[config.mk]
export PLATFORM = sky130hd
export DESIGN_NAME = hazard_ctrl_flat
export DESIGN_NICKNAME = d
export VERILOG_FILES = /design/src/rtl/arm_pkg.sv /design/src/rtl/hazard_ctrl_if.sv /design/src/rtl/hazard_ctrl_wait_watchdog.sv /design/src/rtl/hazard_ctrl.sv /design/src/flat_wrapper.sv
export SDC_FILE = /design/constraint.sdc
export NUM_CORES = 1
export LEC_CHECK = 0
export ABC_AREA = 1
export CAP_MARGIN = 5
export CORE_ASPECT_RATIO = 0.9
export CORE_MARGIN = 2
export CORE_UTILIZATION = 45
export CTS_CLUSTER_SIZE = 20
export DETAILED_ROUTE_END_ITERATION = 10
export GPL_TIMING_DRIVEN = 0
export PLACE_DENSITY_LB_ADDON = 0.08
export SETUP_SLACK_MARGIN = 0.3
export SLEW_MARGIN = 20
export SYNTH_ARGS = -nofsm -noshare
export SYNTH_HDL_FRONTEND = slang
export SYNTH_SLANG_ARGS = --single-unit
[constraint.sdc]
create_clock -name clk -period 1.74 [get_ports clk]
set_clock_uncertainty 0.15 [all_clocks]
set_input_delay 0.174 -clock clk [delete_from_list [all_inputs] [get_ports clk]]
set_output_delay 0.174 -clock clk [all_outputs]
set_load 0.02 [all_outputs]
[src/rtl/arm_pkg.sv]
// Shared definitions for the ARM core pipeline control: register tags, controller
// state encoding and the source/destination tag comparison helper.
package arm_pkg;

  localparam int unsigned RegTagW = 4;

  typedef logic [RegTagW-1:0] reg_tag_t;

  typedef enum logic [0:0] {
    StRun     = 1'b0,
    StMemWait = 1'b1
  } state_e;

  // Tags compare raw; register 0 is an ordinary register here.
  function automatic logic src_match(reg_tag_t src1, reg_tag_t src2, logic two_src,
                                     reg_tag_t dst);
    return (src1 == dst) || (two_src && (src2 == dst));
  endfunction

endpackage

[src/rtl/hazard_ctrl_if.sv]
// Pipeline-side view of the stall/flush controller: hazard inputs in, register
// enables and flush out.
interface hazard_ctrl_if
  import arm_pkg::*;
#(
  parameter int unsigned CNT_W = 32
);

  logic             en_forwarding;
  logic             ignore_hazard;
  reg_tag_t         ID_src1;
  reg_tag_t         ID_src2;
  logic             ID_two_src;
  logic             EXE_wb_en;
  logic             EXE_mem_r_en;
  reg_tag_t         EXE_dst;
  logic             MEM_wb_en;
  reg_tag_t         MEM_dst;
  logic             mem_req;
  logic             mem_ready;
  logic             branch_taken;

  logic             freeze_front;
  logic             bubble_exe;
  logic             freeze_all;
  logic             flush;
  logic             mem_timeout;
  logic [CNT_W-1:0] stall_cycles;

  modport master (
    output en_forwarding, ignore_hazard, ID_src1, ID_src2, ID_two_src, EXE_wb_en,
           EXE_mem_r_en, EXE_dst, MEM_wb_en, MEM_dst, mem_req, mem_ready, branch_taken,
    input  freeze_front, bubble_exe, freeze_all, flush, mem_timeout, stall_cycles
  );

  modport slave (
    input  en_forwarding, ignore_hazard, ID_src1, ID_src2, ID_two_src, EXE_wb_en,
           EXE_mem_r_en, EXE_dst, MEM_wb_en, MEM_dst, mem_req, mem_ready, branch_taken,
    output freeze_front, bubble_exe, freeze_all, flush, mem_timeout, stall_cycles
  );

endinterface

[src/rtl/hazard_ctrl_wait_watchdog.sv]
// Counts cycles spent waiting on SRAM and raises a sticky timeout once the wait
// reaches TIMEOUT cycles without completion.
module wait_watchdog #(
  parameter int unsigned TIMEOUT = 64
) (
  input  logic clk,
  input  logic rst,
  input  logic enter,
  input  logic waiting,
  input  logic mem_ready,
  output logic mem_timeout
);

  localparam int unsigned CntW = (TIMEOUT > 1) ? $clog2(TIMEOUT) : 1;
  localparam logic [CntW-1:0] LastCnt = CntW'(TIMEOUT - 1);

  logic [CntW-1:0] wait_cnt_q;
  logic            timeout_q;
  logic            expire;

  assign expire      = waiting && !mem_ready && (wait_cnt_q == LastCnt);
  assign mem_timeout = timeout_q;

  always_ff @(posedge clk) begin
    if (!rst) begin
      wait_cnt_q <= '0;
      timeout_q  <= 1'b0;
    end else begin
      if (enter) begin
        wait_cnt_q <= '0;
      end else if (waiting && (wait_cnt_q != LastCnt)) begin
        // Holds at the last value so a very long wait cannot wrap around.
        wait_cnt_q <= wait_cnt_q + CntW'(1);
      end
      if (expire) begin
        timeout_q <= 1'b1;
      end
    end
  end

endmodule

[src/rtl/hazard_ctrl.sv]
// Pipeline stall/flush controller: resolves data hazards, freezes the pipeline
// during multi-cycle SRAM accesses and squashes wrong-path work on taken branches.
module hazard_ctrl
  import arm_pkg::*;
#(
  parameter int unsigned TIMEOUT = 64,
  parameter int unsigned CNT_W   = 32
) (
  input logic          clk,
  input logic          rst,
  hazard_ctrl_if.slave bus
);

  state_e           state_q, state_d;
  logic [CNT_W-1:0] stall_q;
  logic             exe_hit, mem_hit, hazard, mem_stall;
  logic             freeze_front, bubble_exe, freeze_all, flush;
  logic             mem_timeout;

  always_comb begin
    exe_hit = bus.EXE_wb_en &&
              src_match(bus.ID_src1, bus.ID_src2, bus.ID_two_src, bus.EXE_dst);
    mem_hit = bus.MEM_wb_en &&
              src_match(bus.ID_src1, bus.ID_src2, bus.ID_two_src, bus.MEM_dst);
    if (bus.en_forwarding) begin
      // Only a load in EXE, or a MEM result the bypass cannot deliver, must stall.
      hazard = (exe_hit && bus.EXE_mem_r_en) || (mem_hit && !bus.ignore_hazard);
    end else begin
      hazard = exe_hit || mem_hit;
    end
    mem_stall = bus.mem_req && !bus.mem_ready;
  end

  always_comb begin
    freeze_front = 1'b0;
    bubble_exe   = 1'b0;
    freeze_all   = 1'b0;
    flush        = 1'b0;
    if (rst) begin
      if (mem_stall) begin
        freeze_all = 1'b1;
      end else if (bus.branch_taken) begin
        flush = 1'b1;
      end else begin
        freeze_front = hazard;
        bubble_exe   = hazard;
      end
    end
  end

  always_comb begin
    state_d = state_q;
    unique case (state_q)
      StRun:     if (mem_stall)     state_d = StMemWait;
      StMemWait: if (bus.mem_ready) state_d = StRun;
      default:                      state_d = StRun;
    endcase
  end

  always_ff @(posedge clk) begin
    if (!rst) begin
      state_q <= StRun;
      stall_q <= '0;
    end else begin
      state_q <= state_d;
      if ((freeze_all || freeze_front) && (stall_q != '1)) begin
        stall_q <= stall_q + CNT_W'(1);
      end
    end
  end

  wait_watchdog #(
    .TIMEOUT (TIMEOUT)
  ) u_wait_watchdog (
    .clk         (clk),
    .rst         (rst),
    .enter       ((state_q == StRun) && mem_stall),
    .waiting     (state_q == StMemWait),
    .mem_ready   (bus.mem_ready),
    .mem_timeout (mem_timeout)
  );

  assign bus.freeze_front = freeze_front;
  assign bus.bubble_exe   = bubble_exe;
  assign bus.freeze_all   = freeze_all;
  assign bus.flush        = flush;
  assign bus.mem_timeout  = mem_timeout;
  assign bus.stall_cycles = stall_q;

endmodule

[src/flat_wrapper.sv]
// flat-port wrapper written by rule: the top's interface ports become plain ports
module hazard_ctrl_flat import arm_pkg::*;
#(
  parameter int unsigned TIMEOUT = 64,
  parameter int unsigned CNT_W   = 32
)
  (clk, rst, bus_en_forwarding, bus_ignore_hazard, bus_ID_src1, bus_ID_src2, bus_ID_two_src, bus_EXE_wb_en, bus_EXE_mem_r_en, bus_EXE_dst, bus_MEM_wb_en, bus_MEM_dst, bus_mem_req, bus_mem_ready, bus_branch_taken, bus_freeze_front, bus_bubble_exe, bus_freeze_all, bus_flush, bus_mem_timeout, bus_stall_cycles);
  hazard_ctrl_if #(.CNT_W(CNT_W)) bus_i ();
  input logic clk;
  input logic rst;
  input wire logic [$bits(bus_i.en_forwarding)-1:0] bus_en_forwarding;
  input wire logic [$bits(bus_i.ignore_hazard)-1:0] bus_ignore_hazard;
  input wire logic [$bits(bus_i.ID_src1)-1:0] bus_ID_src1;
  input wire logic [$bits(bus_i.ID_src2)-1:0] bus_ID_src2;
  input wire logic [$bits(bus_i.ID_two_src)-1:0] bus_ID_two_src;
  input wire logic [$bits(bus_i.EXE_wb_en)-1:0] bus_EXE_wb_en;
  input wire logic [$bits(bus_i.EXE_mem_r_en)-1:0] bus_EXE_mem_r_en;
  input wire logic [$bits(bus_i.EXE_dst)-1:0] bus_EXE_dst;
  input wire logic [$bits(bus_i.MEM_wb_en)-1:0] bus_MEM_wb_en;
  input wire logic [$bits(bus_i.MEM_dst)-1:0] bus_MEM_dst;
  input wire logic [$bits(bus_i.mem_req)-1:0] bus_mem_req;
  input wire logic [$bits(bus_i.mem_ready)-1:0] bus_mem_ready;
  input wire logic [$bits(bus_i.branch_taken)-1:0] bus_branch_taken;
  output wire logic [$bits(bus_i.freeze_front)-1:0] bus_freeze_front;
  output wire logic [$bits(bus_i.bubble_exe)-1:0] bus_bubble_exe;
  output wire logic [$bits(bus_i.freeze_all)-1:0] bus_freeze_all;
  output wire logic [$bits(bus_i.flush)-1:0] bus_flush;
  output wire logic [$bits(bus_i.mem_timeout)-1:0] bus_mem_timeout;
  output wire logic [$bits(bus_i.stall_cycles)-1:0] bus_stall_cycles;
  assign bus_i.en_forwarding = bus_en_forwarding;
  assign bus_i.ignore_hazard = bus_ignore_hazard;
  assign bus_i.ID_src1 = bus_ID_src1;
  assign bus_i.ID_src2 = bus_ID_src2;
  assign bus_i.ID_two_src = bus_ID_two_src;
  assign bus_i.EXE_wb_en = bus_EXE_wb_en;
  assign bus_i.EXE_mem_r_en = bus_EXE_mem_r_en;
  assign bus_i.EXE_dst = bus_EXE_dst;
  assign bus_i.MEM_wb_en = bus_MEM_wb_en;
  assign bus_i.MEM_dst = bus_MEM_dst;
  assign bus_i.mem_req = bus_mem_req;
  assign bus_i.mem_ready = bus_mem_ready;
  assign bus_i.branch_taken = bus_branch_taken;
  assign bus_freeze_front = bus_i.freeze_front;
  assign bus_bubble_exe = bus_i.bubble_exe;
  assign bus_freeze_all = bus_i.freeze_all;
  assign bus_flush = bus_i.flush;
  assign bus_mem_timeout = bus_i.mem_timeout;
  assign bus_stall_cycles = bus_i.stall_cycles;
  hazard_ctrl #(.TIMEOUT(TIMEOUT), .CNT_W(CNT_W)) u_core (.clk(clk), .rst(rst), .bus(bus_i));
endmodule
Word-level counts from Yosys, hierarchy flattened
Index checks and enable logic that the tools add are counted.

Bits of input ports: 27. Register bits: 40. Word-level logic and storage cells: 46. Output and inout bits: 37.

Equal/unequal tests: 7. Bitwise operators: 2. Multiplexer cells: 11. $add $sub $neg: 2. Reduce and logical (&&, ||, !) cells: 20.

Operators with widths (number): adder 32 x 1 -> 32 bit (second input constant) (1); != test 32 bit (second input constant) (1); equality test 4 bit (4); logical AND 1 bit (12); two-way mux 1 bit (10); adder 6 x 1 -> 6 bit (second input constant) (1); equality test 6 bit (second input constant) (1); != test 6 bit (second input constant) (1); logical OR 1 bit (5); logical NOT 1 bit (2); NOT 1 bit (2); case mux 1 bit (2 select lines) (1); OR reduction 2 bit (1).

Longest topological paths before layout
Gate-level depths: netlist of run 1.

Depth after elaboration: 12. Gate-level depth with buffers: 14. Gate-level depth less buffers: 13.

By module
Synthesis of run 1 repeated with hierarchy kept, for this count alone.

Cells, all modules: 450. Area total of the unflattened synthesis: 2758.9 µm².

By module, submodules not included: hazard_ctrl (sequential area each 660.6 µm², cells an instance 393, times used 1, area each 2382.3 µm²); wait_watchdog (sequential area each 140.1 µm², cells an instance 57, times used 1, area each 376.6 µm²).

Worst setup path before layout of run 1
Ideal clock, no wire load.

Path type: register to register. Start: register u_core.stall_q[0], in the netlist u_core.bus.stall_cycles[0]. End: register u_core.stall_q[10], in the netlist u_core.bus.stall_cycles[10]. Required time: 1.458 ns. Cell stages (with the launch flop): 10. Slack: -0.314 ns. Library setup time: 0.132 ns. Data arrival time: 1.771 ns. Clock period less this slack: 2.054 ns. Buffers on the path: 1. Cells stage by stage: dfxtp_1 ha_1 nand2_1 nor2_4 nand3_1 nor3_2 nand4_4 clkbuf_1 nand3_1 a21oi_1.

Longest elaborated chain between the ends: 2. Elaborated cells between the ends (all ways): 3. Those cells by class: add/sub: 1; eq/ne: 1; reduce/logical: 1.

RTL lines: start: declaration (line hazard_ctrl.sv:15) `logic [CNT_W-1:0] stall_q;`; start signal: assignment (line hazard_ctrl.sv:67) `stall_q <= stall_q + CNT_W'(1);`; branches (longest 2 deep; another with adder 32 x 1 -> 32 bit).

Several ways; the timed one is not identified. A chain may end at the register's enable or synchronous reset.

Worst setup path after layout of run 1
Start: register u_core.stall_q[0], in the netlist u_core.bus.stall_cycles[0]. End: register u_core.stall_q[27], in the netlist u_core.bus.stall_cycles[27].

The elaborated chain is that of the path after synthesis.

==> reports/summary.txt, run 1 <==
outcome: complete, but fails checks
violations in the final reports: setup timing
gate count of the mapped netlist: 424
prevailing post-synth register cell: sky130_fd_sc_hd__dfxtp_1
unrepaired setup endpoints after global routing: true
flop and latch count out of synthesis: 40
mapped cell area: 2686 sq um
top-level port count: 64
worst-case clock buffer depth: 2
DR vias/cell: 5.244
count of TritonRoute iterations in the first routing pass: 4
synth-to-layout area growth: 55.05%
number of buffers added by the clock tree synthesis step: 5
CTS tree: yes
delay of the slowest cell on the worst path: 380 ps
total number of clock tree sinks: 40
Startpoint Class: register
ys async rst share: 0
critical-path maximum fanout: 5
proportion of synthesized chip area in sequential cells: 0.2981
Clk Tree Root Cell: sky130_fd_sc_hd__clkbuf_8
number of DRC violations after detailed-routing iteration 0: 190
post-synthesis area per instance: 6.336 sq um
overall overflow remaining after global route: 0
Layout Nets: 548
minimum hold slack: 88.05 ps
y dimension of the die: 77.30 um
Top cell by count, worst path: sky130_fd_sc_hd__nand3_2
Pleak: 0.001800 uW
final critical delay including setup and external delays: 1953 ps
category of the worst setup path capture point: register
total routing usage reported by global routing: 0.2464
clock insertion delay at the later pin of the skew report: 300 ps
max-cap viol count: 0
capturing point of the worst reg2reg path: u_core.bus.stall_cycles[27]
Worst path top cell family by delay: simple AND/OR/NAND/NOR gates
worst slew pin tran: 615.6 ps
kind of path behind the tightest hold check: in -> reg
CP Buf/Inv Count: 2
post-detailed-routing wire length: 8619 um
source of the worst hold timing path: bus_mem_ready
non-filler instance count after layout: 590
warning count from the yosys run: 0
area of the die: 6605 sq um
post-route clock period utilization: 1.123
end point of the most critical hold path: u_core.state_q
Die Width: 85.44 um
Routability Congestion: 0.9266
number of cells traversed by the worst hold path: 2
Core Rows: 26
Vias: 3094
WS Path Type: reg -> reg
power density over the cells: 457.2 nW/um^2
critical-path cell list: ha_4, nand2_4, nor2_4, nand3_2, nor3_4, nand4_4, buf_6, clkbuf_16, nand3_2, a21oi_2
Max-Slew Margin vs Limit: 0.5896
Max Clk Rate: 512.0 MHz
wire length of the first global-routing pass: 13170 um
Remaining DRCs: 0
number of antenna violations at the first check in global routing: 0
critical path's slowest cell: sky130_fd_sc_hd__dfxtp_4
DP Cell Count: 557
Final Slew Violations: 0
maximum number of pins on one net before global-route repair: 14
final setup margin: -213.3 ps
number of H-tree levels: 2
initial core utilization: 0.4692
Synth cell types: 28
Max IR drop VDD: 0.0004790 V
placed wire-length estimate after detailed placement: 5595 um
count of flip-flops with a built-in enable after synthesis: 0
diode count: 0
reg-to-reg slack, setup: -210 ps
Setup-failing EPs final: 32
layout cell share with drive strength beyond 1: 0.2904
vias in the first global route: 2801
floorplan core area: 5725 sq um
Worst Path Required: 1760 ps
IO Port Bufs: 63
hold violation count in the final report: 0
clock transition at the register clock pins on the worst setup and hold paths after CTS: 80 ps
Syn Nets: 453
startpoint of the lowest-slack register-to-register path: u_core.bus.stall_cycles[0]
Routed wire per std cell: 14.61 um
signal arrival time at the worst endpoint: 1970 ps
count of hold buffers inserted by post-cts repair: 0
r2r worst-path depth: 10
antenna-violating nets left: 0
==> worst max-delay path by stage <==
stage / from / endpoint / cells past startpoint
final: u_core.bus.stall_cycles[0] / u_core.bus.stall_cycles[27] / 10
after floorplan: u_core.bus.stall_cycles[1] / u_core.bus.stall_cycles[0] / 9
after global placement: bus_ID_src1[1] / bus_freeze_front / 13
after CTS: u_core.bus.stall_cycles[0] / u_core.bus.stall_cycles[25] / 10
after detailed placement: bus_ID_src1[1] / bus_freeze_front / 13
after global routing: u_core.bus.stall_cycles[0] / u_core.bus.stall_cycles[11] / 10
==> flip-flops by register name (all words and copies together) (netlist names) <==
name                                flops
u_core.u_wait_watchdog.mem_timeout      1
u_core.state_q                          1
u_core.bus.stall_cycles                32
u_core.u_wait_watchdog.wait_cnt_q       6
==> placed cells by master (no fill, tap or decap), types with 15 or more instances in the layout <==
cell type,n
sky130_fd_sc_hd__nand3_1,19
sky130_fd_sc_hd__buf_4,19
sky130_fd_sc_hd__nand3_2,21
sky130_fd_sc_hd__clkdlybuf4s15_1,15
sky130_fd_sc_hd__a21oi_1,26
sky130_fd_sc_hd__dlygate4sd2_1,34
sky130_fd_sc_hd__inv_1,33
sky130_fd_sc_hd__nor2_1,38
sky130_fd_sc_hd__dfxtp_1,22
sky130_fd_sc_hd__xor2_1,28
sky130_fd_sc_hd__nand2_1,114
==> report_power, final <==
part           internal [uW]  total, uW  switching, uW
registers                910        917           7.13
clock network            368        726            358
logic                    120        261            142
==> cells by family (layout without fill, tap and decap cells) <==
kind of cell / count (synthesis) / in the layout / synth area share
AND/OR/NAND/NOR: 246 / 246 / 0.3973
buffers and inverters: 55 / 151 / 0.08896
XOR/XNOR: 37 / 37 / 0.1206
adder cells (fa/ha/maj): 2 / 2 / 0.009314
AO/OA/AOI/OAI: 44 / 44 / 0.08570
flip-flops: 40 / 40 / 0.2981
==> per-layer routing <==
metal	GRT usage	vias to the layer above	routed length, um
li1	-	1537	-
met1	0.3338	1433	3806
met2	0.3992	112	4078
met3	0.04844	12	612
met4	0.06508	0	121
met5	0	-	0
==> metrics by stage <==
step	setup TNS (ps)	cell area (sq um)	setup WS, ps	power (uW)	util
3_5_place_dp	-19130	3522	-624.7	1164	0.6152
2_1_floorplan	-1334	2804	-47.81	1055	-
4_1_cts	-4784	3881	-166.7	1887	0.6779
5_1_grt	-8955	4165	-308.5	1979	0.7275
6_report	-5673	4165	-213.3	1904	0.7275
3_3_place_gp	-18150	3522	-600.2	1160	0.6152
==> layout make-up <==
type                       instances  area, sq um
buffer                            14        141.4
clock buffer                       6        93.84
clock inverter                     2        11.26
fill                             483         1560
inverter                          41        155.1
multi-input combinational        329         2007
sequential                        40        843.3
tap                               70        87.58
timing repair buffer              88        825.8
==> synth_stat cells (2+ instances only) <==
library cell,instances,area (sq um)
sky130_fd_sc_hd__a21boi_0,2,15.01
sky130_fd_sc_hd__nand4_1,5,31.28
sky130_fd_sc_hd__buf_2,5,25.02
sky130_fd_sc_hd__nor3_1,15,75.07
sky130_fd_sc_hd__inv_1,39,146.4
sky130_fd_sc_hd__nor3_2,3,30.03
sky130_fd_sc_hd__nand2_1,125,469.2
sky130_fd_sc_hd__o21ai_0,3,15.01
sky130_fd_sc_hd__xnor2_1,9,78.83
sky130_fd_sc_hd__ha_1,2,25.02
sky130_fd_sc_hd__nor2_1,50,187.7
sky130_fd_sc_hd__a21oi_1,37,185.2
sky130_fd_sc_hd__clkbuf_1,5,18.77
sky130_fd_sc_hd__buf_6,3,33.78
sky130_fd_sc_hd__dfxtp_1,40,800.8
sky130_fd_sc_hd__xor2_1,28,245.2
sky130_fd_sc_hd__nand3_1,42,210.2
==> what timing repair did <==
item                                    CTS  global route
endpoints found under the setup margin   74            51
buffers inserted                         13             8
gates cloned                              4             0
pin swaps                                29            18
resized for setup                       111            72
Power figures use the tool's default switching activity.
==> run 2, diff against run 1 <==
--- a/config.mk
+++ b/config.mk
@@ -5,16 +5,15 @@
 export SDC_FILE = /design/constraint.sdc
 export NUM_CORES = 1
 export LEC_CHECK = 0
-export ABC_AREA = 1
 export CAP_MARGIN = 5
 export CORE_ASPECT_RATIO = 0.9
 export CORE_MARGIN = 2
-export CORE_UTILIZATION = 45
+export CORE_UTILIZATION = 33
 export CTS_CLUSTER_SIZE = 20
 export DETAILED_ROUTE_END_ITERATION = 10
 export GPL_TIMING_DRIVEN = 0
 export PLACE_DENSITY_LB_ADDON = 0.08
-export SETUP_SLACK_MARGIN = 0.3
+export SETUP_SLACK_MARGIN = 0.2
 export SLEW_MARGIN = 20
 export SYNTH_ARGS = -nofsm -noshare
 export SYNTH_HDL_FRONTEND = slang
==> run 2 against run 1 <==
The flow still finishes with violations (setup timing); fmax decreased by 3.7%; worst setup slack got worse by 75 ps; die area rose by 13%; synthesized cell count shrank 38%; flip-flop and latch count did not move; first-iteration DRC count shrank 58%; non-clock buffer count is 13 higher; sequential share of layout area increased by 1.3 points; final cell count fell by 21%; global-route usage fell by 5.7 points; critical path type unchanged; critical endpoint is now u_core.bus.stall_cycles[29]; largest power group unchanged.
==> reports/summary.txt, run 2 <==
outcome: complete, but fails checks (unchanged)
violations in the final reports: setup timing (unchanged)
delay of the slowest cell on the worst path: 500 ps (was 380 ps)
startpoint of the most critical setup path: u_core.bus.stall_cycles[14] (was u_core.bus.stall_cycles[0])
Max Clk Rate: 493.0 MHz (was 512.0 MHz)
final total negative setup slack: -6424 ps (was -5673 ps)
warning count from the yosys run: 0 (unchanged)
critical-path cell list: and4_4, and4_4, nand3_4, nor2_4, a21o_1, buf_6, or4_4, a21oi_1 (was ha_4, nand2_4, nor2_4, nand3_2, nor3_4, nand4_4, buf_6, clkbuf_16, nand3_2, a21oi_2)
Worst Path Required: 1820 ps (was 1760 ps)
gate count of the mapped netlist: 262 (was 424)
antenna-violating nets left: 0 (unchanged)
worst-case clock buffer depth: 2 (unchanged)
total number of clock tree sinks: 40 (unchanged)
endpoint of the most critical setup path: u_core.bus.stall_cycles[29] (was u_core.bus.stall_cycles[27])
dominant cell by count in the synthesized netlist: sky130_fd_sc_hd__dfxtp_1 (was sky130_fd_sc_hd__nand2_1)
top-level port count: 64 (unchanged)
ys async rst share: 0 (unchanged)
layout cell share with drive strength beyond 1: 0.4761 (was 0.2904)
area leader, netlist: sky130_fd_sc_hd__dfxtp_1 (unchanged)
Max IR drop VDD: 0.0003907 V (was 0.0004790 V)
reg-to-reg slack, setup: -290 ps (was -210 ps)
largest family of logic cells by synthesized area: simple AND/OR/NAND/NOR gates (unchanged)
DR vias/cell: 5.109 (was 5.244)
number of DRC violations after detailed-routing iteration 0: 80 (was 190)
Layout Nets: 404 (was 548)
initial core utilization: 0.3406 (was 0.4692)
flop and latch count out of synthesis: 40 (unchanged)
Routability Congestion: 0.7909 (was 0.9266)
kind of path behind the tightest hold check: in -> reg (unchanged)
post-detailed-routing wire length: 7126 um (was 8619 um)
Final Slew Violations: 0 (unchanged)
Core Rows: 28 (was 26)
hold violation count in the final report: 0 (unchanged)
y dimension of the die: 82.22 um (was 77.30 um)
Die Width: 90.91 um (was 85.44 um)
category of the worst setup path capture point: register (unchanged)
signal arrival time at the worst endpoint: 2110 ps (was 1970 ps)
final non-filler cell area: 3958 sq um (was 4165 sq um)
floorplan core area: 6586 sq um (was 5725 sq um)
Startpoint Class: register (unchanged)
placed wire-length estimate after detailed placement: 4424 um (was 5595 um)
number of cells traversed by the worst hold path: 4 (was 2)
cell types with the highest counts after synthesis: 40 x sky130_fd_sc_hd__dfxtp_1, 29 x sky130_fd_sc_hd__nand2_1, 21 x sky130_fd_sc_hd__xnor2_1 (was 125 x sky130_fd_sc_hd__nand2_1, 50 x sky130_fd_sc_hd__nor2_1, 42 x sky130_fd_sc_hd__nand3_1)
commonest non-fill, non-tap cells in the layout: 38 x sky130_fd_sc_hd__dlygate4sd2_1, 33 x sky130_fd_sc_hd__buf_4, 23 x sky130_fd_sc_hd__nand2_1, 23 x sky130_fd_sc_hd__buf_6, 19 x sky130_fd_sc_hd__dfxtp_1 (was 114 x sky130_fd_sc_hd__nand2_1, 38 x sky130_fd_sc_hd__nor2_1, 34 x sky130_fd_sc_hd__dlygate4sd2_1)
adder and majority gate portion of the synthesized area: 0.01115 (was 0.009315)
post-synthesis area per instance: 8.563 sq um (was 6.336 sq um)
Syn Nets: 291 (was 453)
post-placement setup slack: -1319 ps (was -624.7 ps)
clock transition at the register clock pins on the worst setup and hold paths after CTS: 90 ps (was 80 ps)
maximum number of pins on one net before global-route repair: 14 (unchanged)
count of TritonRoute iterations in the first routing pass: 4 (unchanged)
area share of the largest cell type after synthesis: 0.3569 (was 0.2981)
sum of internal, switching and leakage power: 2044 uW (was 1904 uW)
critical path's slowest cell: sky130_fd_sc_hd__or4_4 (was sky130_fd_sc_hd__dfxtp_4)
power density over the cells: 516.5 nW/um^2 (was 457.2 nW/um^2)
Vias: 2381 (was 3094)
leading cell types by total area after synthesis: sky130_fd_sc_hd__dfxtp_1 36%, sky130_fd_sc_hd__xnor2_1 8.2%, sky130_fd_sc_hd__mux2i_1 5.8% (was sky130_fd_sc_hd__dfxtp_1 30%, sky130_fd_sc_hd__nand2_1 17%, sky130_fd_sc_hd__xor2_1 9.1%)
critical-path maximum fanout: 9 (was 5)
area of the die: 7475 sq um (was 6605 sq um)
IO Port Bufs: 63 (unchanged)
synth-to-layout area growth: 76.41% (was 55.05%)
number of H-tree levels: 2 (unchanged)
r2r worst-path depth: 8 (was 10)
area of placed instances: 3112 sq um (was 3522 sq um)
prevailing post-synth register cell: sky130_fd_sc_hd__dfxtp_1 (unchanged)
compound-cell area share of the yosys netlist: 0.1294 (was 0.08570)
share of cell area taken by muxes after synthesis: 0.05800 (was 0)
vias in the first global route: 2312 (was 2801)
diode count: 0 (unchanged)
post-route clock period utilization: 1.166 (was 1.123)
wire length of the first global-routing pass: 11050 um (was 13170 um)
Remaining DRCs: 0 (unchanged)
startpoint of the lowest-slack register-to-register path: u_core.bus.stall_cycles[14] (was u_core.bus.stall_cycles[0])
most frequent standard cell in the layout excluding fill and tap cells: sky130_fd_sc_hd__dlygate4sd2_1 (was sky130_fd_sc_hd__nand2_1)
overall overflow remaining after global route: 0 (unchanged)
clock insertion delay at the later pin of the skew report: 300 ps (about the same)
count of flip-flops with a built-in enable after synthesis: 0 (unchanged)
post-synthesis xor/xnor area fraction: 0.09370 (was 0.1206)
mapped cell area: 2243 sq um (was 2686 sq um)
capturing point of the worst reg2reg path: u_core.bus.stall_cycles[29] (was u_core.bus.stall_cycles[27])
final critical delay including setup and external delays: 2029 ps (was 1953 ps)
DP Cell Count: 415 (was 557)
Pleak: 0.001723 uW (was 0.001800 uW)
max-cap viol count: 0 (unchanged)
Top cell by count, worst path: sky130_fd_sc_hd__and4_4 (was sky130_fd_sc_hd__nand3_2)
worst slew pin tran: 669.8 ps (was 615.6 ps)
final setup margin: -288.5 ps (was -213.3 ps)
number of flip-flops in the largest register: 32 (unchanged)
Synth cell types: 49 (was 28)
number of antenna violations at the first check in global routing: 0 (unchanged)
unrepaired setup endpoints after global routing: true (unchanged)
Setup-failing EPs final: 33 (was 32)
Routed wire per std cell: 15.29 um (was 14.61 um)
WS Path Type: reg -> reg (unchanged)
number of buffers added by the clock tree synthesis step: 5 (unchanged)
non-filler instance count after layout: 466 (was 590)
total routing usage reported by global routing: 0.1890 (was 0.2464)
proportion of synthesized chip area in sequential cells: 0.3569 (was 0.2981)
Clk Tree Root Cell: sky130_fd_sc_hd__clkbuf_8 (unchanged)
simple-gate area share of the yosys netlist: 0.3118 (was 0.3973)
CTS tree: yes (unchanged)
Max-Slew Margin vs Limit: 0.5534 (was 0.5896)
-- run 2: cell count changes in the layout (fill, tap and decap cells not counted), moves of 8 or more --
cell	previous run	this run
sky130_fd_sc_hd__a21oi_1	26	12
sky130_fd_sc_hd__buf_4	19	33
sky130_fd_sc_hd__buf_6	8	23
sky130_fd_sc_hd__clkdlybuf4s15_1	15	0
sky130_fd_sc_hd__inv_1	33	3
sky130_fd_sc_hd__mux2i_1	0	13
sky130_fd_sc_hd__nand2_1	114	23
sky130_fd_sc_hd__nand2b_1	0	8
sky130_fd_sc_hd__nand3_2	21	5
sky130_fd_sc_hd__nor2_1	38	12
sky130_fd_sc_hd__xnor2_2	0	13
sky130_fd_sc_hd__xor2_1	28	3
-- run 2: repair_timing --
action / in CTS / in global routing
hold endpoints to repair: 0 / 1
setup endpoints to repair: 75 / 43
pin swaps: 43 / 21
gates cloned: 1 / 1
resized for setup: 205 / 48
buffers inserted: 32 / 8
hold buffers: 0 / 1
-- run 2: how the worst min path moves through the flow --
| stage | from | to | slack [ps] |
|---|---|---|---|
| final | bus_mem_ready | u_core.u_wait_watchdog.mem_timeout | 50 |
| after detailed placement | u_core.bus.stall_cycles[12] | u_core.bus.stall_cycles[12] | 310 |
| after global routing | bus_mem_ready | u_core.u_wait_watchdog.mem_timeout | 60 |
| after floorplan | bus_mem_ready | u_core.state_q | 100 |
| after CTS | bus_mem_ready | u_core.state_q | 80 |
| after global placement | u_core.bus.stall_cycles[4] | u_core.bus.stall_cycles[4] | 300 |
-- run 2: cell type report --
type,instances,area [sq um]
Clock buffer,6,82.58
Multi-Input combinational cell,206,1795
Clock inverter,2,38.79
Buffer,10,106.4
Timing Repair Buffer,105,938.4
Fill cell,610,2629
Inverter,7,28.78
Tap cell,90,112.6
Sequential cell,40,854.6
-- run 2: power breakdown --
group | switching [uW] | internal, uW
combinational | 142 | 157
sequential | 5.40 | 904
clock | 366 | 470
-- run 2: stage by stage --
stage | hold WS [ps] | utilization
floorplan | 103.3 | -
global placement | 297.0 | 0.4725
detailed placement | 310.3 | 0.4725
CTS | 83.58 | 0.5635
global route | 63.34 | 0.6009
finish | 54.20 | 0.6009
-- run 2: logic make-up after synthesis --
| kind of cell | count (synthesis) |
|---|---|
| AND/OR/NAND/NOR | 123 |
| AO/OA/AOI/OAI | 43 |
| flip-flops | 40 |
| XOR/XNOR | 24 |
| buffers and inverters | 17 |
| multiplexers | 13 |
| adder cells (fa/ha/maj) | 2 |
-- run 2: metal layers --
metal / track usage / routed length (um)
met2: 0.3291 / 3474
met3: 0.04900 / 400
met4: 0.07273 / 143
met1: 0.2281 / 3107
met5: 0 / 0
-- run 2: critical path: cells and delay by family (launching register included) --
kind,cells,cell delay (ps)
buf+inv,1,150
flops,1,350
compound gates,2,270
simple gates,5,1030
